[src/rtl/hazard_scoreboard.sv]
// Scoreboard hazard unit: per-register countdown of cycles until a pending
// result is consumable; stalls decode on RAW/WAW, bubbles ID/EX on stall or flush.
module hazard_scoreboard #(
    parameter int INST_W  = 16,
    parameter int REG_AW  = 3,
    parameter int MAX_LAT = 4,
    parameter int STAT_W  = 16
) (
    input  logic                             clk,
    input  logic                             rst,
    input  logic [INST_W-1:0]                inst,
    input  logic                             id_valid,
    input  logic [REG_AW-1:0]                id_rd,
    input  logic                             id_wb_en,
    input  logic [$clog2(MAX_LAT+1)-1:0]     id_lat,
    input  logic                             ex_flush,
    output logic                             pc_en,
    output logic                             if_id_en,
    output logic                             id_ex_regs_sel,
    output logic                             busy,
    output logic [STAT_W-1:0]                stall_cnt
);

    localparam int CNT_W = $clog2(MAX_LAT + 1);
    localparam int NREG  = 2 ** REG_AW;

    function automatic logic [STAT_W-1:0] sat_inc(input logic [STAT_W-1:0] v);
        return (&v) ? v : v + 1'b1;
    endfunction

    logic [CNT_W-1:0]  cnt [NREG];
    logic [3:0]        op;
    logic [REG_AW-1:0] rs1;
    logic [REG_AW-1:0] rs2;
    logic              raw;
    logic              waw;
    logic              stall;
    logic              issue;
    logic              unused_inst;

    assign op          = inst[INST_W-1 -: 4];
    assign unused_inst = ^inst[2:0];

    always_comb begin
        rs1 = '0;
        rs2 = '0;
        if (op <= 4'd9 || op == 4'd12)
            rs1 = inst[6 +: REG_AW];
        else if (op == 4'd11)
            rs1 = inst[9 +: REG_AW];
        if (op <= 4'd8)
            rs2 = inst[3 +: REG_AW];
        else if (op == 4'd10 || op == 4'd11)
            rs2 = inst[6 +: REG_AW];
    end

    // A younger write must not become ready at or before an older one to the same register.
    assign raw   = (rs1 != '0 && cnt[rs1] != '0) || (rs2 != '0 && cnt[rs2] != '0);
    assign waw   = id_wb_en && id_rd != '0 && id_lat != '0 && cnt[id_rd] >= id_lat;
    assign stall = id_valid && !ex_flush && (raw || waw);
    assign issue = id_valid && !ex_flush && !stall;

    assign pc_en          = !stall;
    assign if_id_en       = !stall;
    assign id_ex_regs_sel = stall || ex_flush || !id_valid;

    always_comb begin
        busy = 1'b0;
        for (int r = 1; r < NREG; r++)
            if (cnt[r] != '0)
                busy = 1'b1;
    end

    always_ff @(posedge clk) begin
        if (rst) begin
            for (int r = 0; r < NREG; r++)
                cnt[r] <= '0;
            stall_cnt <= '0;
        end else begin
            for (int r = 0; r < NREG; r++) begin
                if (r == 0)
                    cnt[r] <= '0;
                else if (issue && id_wb_en && id_rd == REG_AW'(r) && id_lat != '0)
                    cnt[r] <= id_lat;
                else if (cnt[r] != '0)
                    cnt[r] <= cnt[r] - 1'b1;
            end
            if (stall)
                stall_cnt <= sat_inc(stall_cnt);
        end
    end

endmodule

[config.mk]
export PLATFORM = sky130hd
export DESIGN_NAME = hazard_scoreboard
export DESIGN_NICKNAME = d
export VERILOG_FILES = /design/src/rtl/hazard_scoreboard.sv
export SDC_FILE = /design/constraint.sdc
export NUM_CORES = 1
export LEC_CHECK = 0
export BUFFER_PORTS_ARGS = -buffer_cell sky130_fd_sc_hd__buf_2
export CAP_MARGIN = 20
export CORE_ASPECT_RATIO = 1.5
export CORE_MARGIN = 10
export CORE_UTILIZATION = 35
export DETAILED_ROUTE_END_ITERATION = 10
export GPL_ROUTABILITY_DRIVEN = 0
export SLEW_MARGIN = 10
export SYNTH_ARGS = -nofsm -noshare
export SYNTH_HDL_FRONTEND = slang
export SYNTH_SLANG_ARGS = --single-unit
export TNS_END_PERCENT = 5
[constraint.sdc]
create_clock -name clk -period 4.85 [get_ports clk]
set_clock_uncertainty 0.1 [all_clocks]
set_input_delay 0.485 -clock clk [delete_from_list [all_inputs] [get_ports clk]]
set_output_delay 0.485 -clock clk [all_outputs]
set_load 0.01 [all_outputs]
# After elaboration in Yosys (flattened, before gate mapping)
# Memories as Yosys holds them, arrays and structs flattened.
# Index checks and enable logic that the tools add are counted.
totals:
  regBits: 16
  mem_bits_rw: 24
  memories: 1
  output_inout_bits: 20
  wordCells: 163
  input_bits: 27
op_classes:
  n_lt_le_gt_ge: 3
  bitwise_logic: 16
  reduce_logical: 47
  eq_ne: 10
  mux: 77
  add_sub_neg: 8
mem_list:
  columns: ["name", "words", "word_bits", "rd", "rd_clocked_by_memory_dff", "write_ports", "line", "source"]
  rows:
  - ["cnt", 8, 3, 10, 0, 8, "31", "logic [CNT_W-1:0] cnt [NREG];"]
op_table:
  columns: ["operator", "n"]
  rows:
  - ["$mux W1", 58]
  - ["$mux W3", 19]
  - ["$reduce_bool A3 Y1", 13]
  - ["$logic_and A1 B1 Y1", 23]
  - ["$sub A3 B1 Y3 const B", 7]
  - ["$add A16 B1 Y16 const B", 1]
  - ["$reduce_and A16 Y1", 1]
  - ["$or A1 B1 Y1", 15]
  - ["$eq A3 B3 Y1 const B", 4]
  - ["$eq A4 B4 Y1 const B", 3]
  - ["$le A4 B4 Y1 const B", 2]
  - ["$eq A3 B2 Y1 const B", 2]
  - ["$logic_or A1 B1 Y1", 6]
  - ["$eq A3 B1 Y1 const B", 1]
  - ["$ge A3 B3 Y1", 1]
  - ["$logic_not A1 Y1", 3]
  - ["$reduce_and A2 Y1", 1]
  - ["$not A1 Y1", 1]

# Longest topological paths before layout
# An unclocked memory read counts as a cell.
logic_depth:
  ltp_word: 20
  ltp_mapped: 16
  depth_no_buf: 13

# Worst setup path after synthesis
# No wires, ideal clock.
synth_timing:
  path_type: "input-to-output"
  from: "in id_rd[0]"
  to: "out id_ex_regs_sel"
  setup_slack_ns: 1.086
  required_ns: 4.265
  stages: 12
  t_arrival_ns: 3.179
  cell_sequence: "clkbuf_1 mux4_2 a21oi_1 ha_1 nand2b_1 a21o_1 a21o_1 o311ai_0 and4_4 buf_2 buf_1 nand2_1"
synth_via:
  elab_chain_cells: 8
synth_rtl:
  columns: ["element", "line", "source"]
  rows:
  - ["from (decl)", "13", "input logic [REG_AW-1:0] id_rd,"]
  - ["branches (longest 3 deep; another with $mem_v2 Z8 W3)", null, null]
  - ["$logic_and A1 B1 Y1 (*)", "59", "assign waw = id_wb_en && id_rd != '0 && id_lat != '0 && cnt[id_rd] >= id_lat;"]
  - ["$logic_or A1 B1 Y1 (*)", "60", "assign stall = id_valid && !ex_flush && (raw || waw);"]
  - ["$logic_and A1 B1 Y1 (*)", "60", null]
  - ["$logic_or A1 B1 Y1 (*) (2 in series)", "65", "assign id_ex_regs_sel = stall || ex_flush || !id_valid;"]
  - ["to (decl)", "19", "output logic id_ex_regs_sel,"]
# Every way passes the cells marked *.

# Worst setup path after layout
# Ends and elaborated chain as after synthesis.

==> reports/results.ini <==
[run_status]
status=finished, final reports clean

[synthesis]
synth_area_leaders=edfxtp_1 20%, dfxtp_1 10%, mux2i_1 7.8%, ha_1 7.3%, mux2_2 3.7%
ys.flop_type=edfxtp_1
yosysTopAreaCellShare_pct=20.45
synth_most_common_cell=nor2_1
ys_seq_area_share_pct=30.83
synthDistinctLibCells=56
synth_edf_count=21
yosys.area.top_type=edfxtp_1
synth_nets=388
synth-async-reset-ratio_pct=0
syn_area_sq_um=3084
ys_top_cells_by_count=26 x nor2_1, 24 x mux2i_1, 21 x edfxtp_1, 21 x inv_1, 18 x ha_1
syn_avg_cell_area_sq_um=8.992
ys_warn_count=0
postSynthCellCount=343
ys_seq_elements=37

[floorplan]
die_width_um=96.65
coreArea_sq_um=8516
initial_core_util_pct=36.22
die_area_sq_um=13040
ioPinCount=47
row_count=41
die_h_um=135.0

[place]
post-place-ws_ps=1007
placed_cells=473
dpl.hpwl_um=5999
port_buffers=43
placed_area_sq_um=3343

[routing]
post_drt_wl_per_cell_um=16.26
drtPass1Iterations=4
drcViolationCount=0
postRouteAntennaNets=0
routed_wl_um=7822
topRoutingLayerUsed=met4
drtIter0Drc=155
wl_met1_um=3289
wl_met2_um=3839
wl_met3_um=474
vias_per_cell=5.551
via_count=2670

[power_and_ir_drop]
p_sw_share_pct=37.71
p_leak_nw=1.486
power_density_nw_per_um2=441.0
combPwrFrac_pct=44.5
p_clk_share_pct=20.2
seqPwrFrac_pct=35.3
p_int_w=0.0009557
p_sw_w=0.0005786
vdd_drop_max_mv=0.1837

[sta]
fmax_mhz=275.1
hold_viol_final=0
min_period_ps=3635
worstMarginPinSlew_ps=924.1
fin_tns_setup_ps=0
setup_viol=0
setup_ws_ps=1215
min_period_over_period_pct=74.95
relSlewSlack_pct=38.40
rsz0062_at_grt=no
slew_violations=0

[global_route]
grt_pass1_wl_um=12740
grt_pass1_vias=2683
grt_max_degree=57
overflow=0
grtUsageTotal_pct=11.63
antenna_found_initial=0

[cts]
hold_buffers=0
clkTransAtPathRegs_ps=50
ctsResizeCount=0
cts_sinks=37
cts_tree=built
clockRootBuffer=clkbuf_16
postCtsSetupBuffers=0
clock_latency_ps=280
clockBufferDepth=2
cts_max_level=2
numCtsBuffers=5

[layout]
layout.nets=418
final_layout_size_suffix_gt1_share_pct=19.52
instances_no_fill=481
area_delta_synth_final_pct=12.82
diodes=0
finalInstanceArea_sq_um=3480

[worst_setup_path]
cp_num_buf_inv=2
critical_path.max_stage_delay_ps=550
start_kind=primary input
crit_family=simple AND/OR/NAND/NOR gates
crit_required_ps=4260
worstSetupPathType=primary input to output port
crit_arrival_ps=3050
critPathMaxFanout=29
cp-end-kind=output port
slowest_stage=and4_4
crit_chain=buf_2 -> mux4_2 -> a21oi_1 -> ha_1 -> nand2b_1 -> a21o_1 -> a21o_1 -> o311ai_0 -> and4_4 -> nand2_1 -> buf_2

[run]
drv_cap=0

[hold_path]
hp-class=register to register

## worst reg2reg max path, cell delays in order, from the launching register on
cell      delay (ps)
edfxtp_1         460
mux4_2           480
a21oi_1          180
ha_1             240
nand2b_1         140
a21o_1           170
a21o_1           160
o311ai_0         140
and4_4           550
nand4b_1         310
mux2_2           350
## cells in the final DEF (no fill, tap or decap), types with 2 or more instances in the layout
master,count
buf_2,43
nor2_1,26
mux2i_1,24
inv_1,21
edfxtp_1,21
ha_1,18
nor2b_1,17
or3_1,17
a21oi_1,16
dfxtp_1,16
nand2_1,13
nand2b_1,12
nand3_1,12
mux2_2,10
o21ai_0,8
nand4_1,8
and3_1,7
nor3_1,7
o31ai_1,5
nand3b_1,5
clkbuf_16,5
mux4_2,4
a21o_1,4
nand4b_1,4
or2_2,4
or4_1,4
a22oi_1,3
a31oi_1,3
and4_1,3
a221oi_1,2
o31a_1,2
and2_1,2
and4b_1,2
nor4b_1,2
a211o_1,2
a311o_1,2
clkbuf_1,2
## path summary, 6_finish.rpt
path	from	endpoint	slack, ps	depth (start not counted)
max reg2reg	cnt[6][0]	cnt[1][2]	1310	10
max	id_rd[0]	id_ex_regs_sel	1220	11
min	stall_cnt[1]	stall_cnt[1]	410	2
min reg2reg	stall_cnt[1]	stall_cnt[1]	410	2
## routing by layer
| layer | global-route usage, % | vias to the layer above |
|---|---|---|
| met3 | 3.064 | 14 |
| met2 | 20.38 | 76 |
| met5 | 0 | - |
| met4 | 5.921 | 0 |
| met1 | 12.57 | 1246 |
| li1 | - | 1334 |
## flip-flops by register name, summed over array words and instances (netlist names)
register	cells
cnt	21
stall_cnt	16
## final cells by class
type	instances	area (sq um)
fillers	901	5036
flip-flops and latches	37	950.9
clock buffers	7	132.6
repair buffers	43	215.2
inverters	21	78.83
multi-input cells	265	1964
well taps	107	133.9
clock inverters	1	3.754
## power groups by stage
stage / Sequential [W] / Combinational (W) / Clock (W)
final: 0.000541 / 0.000683 / 0.000311
after floorplan: 0.000512 / 0.000563 / 0
after global routing: 0.000558 / 0.000773 / 0.000330
after global placement: 0.000549 / 0.000664 / 0
after detailed placement: 0.000551 / 0.000684 / 0
after CTS: 0.000545 / 0.000689 / 0.000321
## cells by family after synthesis
family | synth area share [%]
muxes | 15.21
and+or+nand+nor | 27.99
DFF | 30.83
AOI/OAI and AO/OA | 13.19
buffers and inverters | 5.477
adders and majority gates | 7.302
## stage by stage
stage	util [%]	total power, W	hold slack [ps]
after CTS	40.86	0.001555	412.7
final	40.86	0.001534	412.3
after detailed placement	39.26	0.001235	406.8
after global routing	40.86	0.001661	442.7
after floorplan	-	0.001074	417.2
after global placement	39.26	0.001212	395.6
Power figures use the tool's default switching activity.
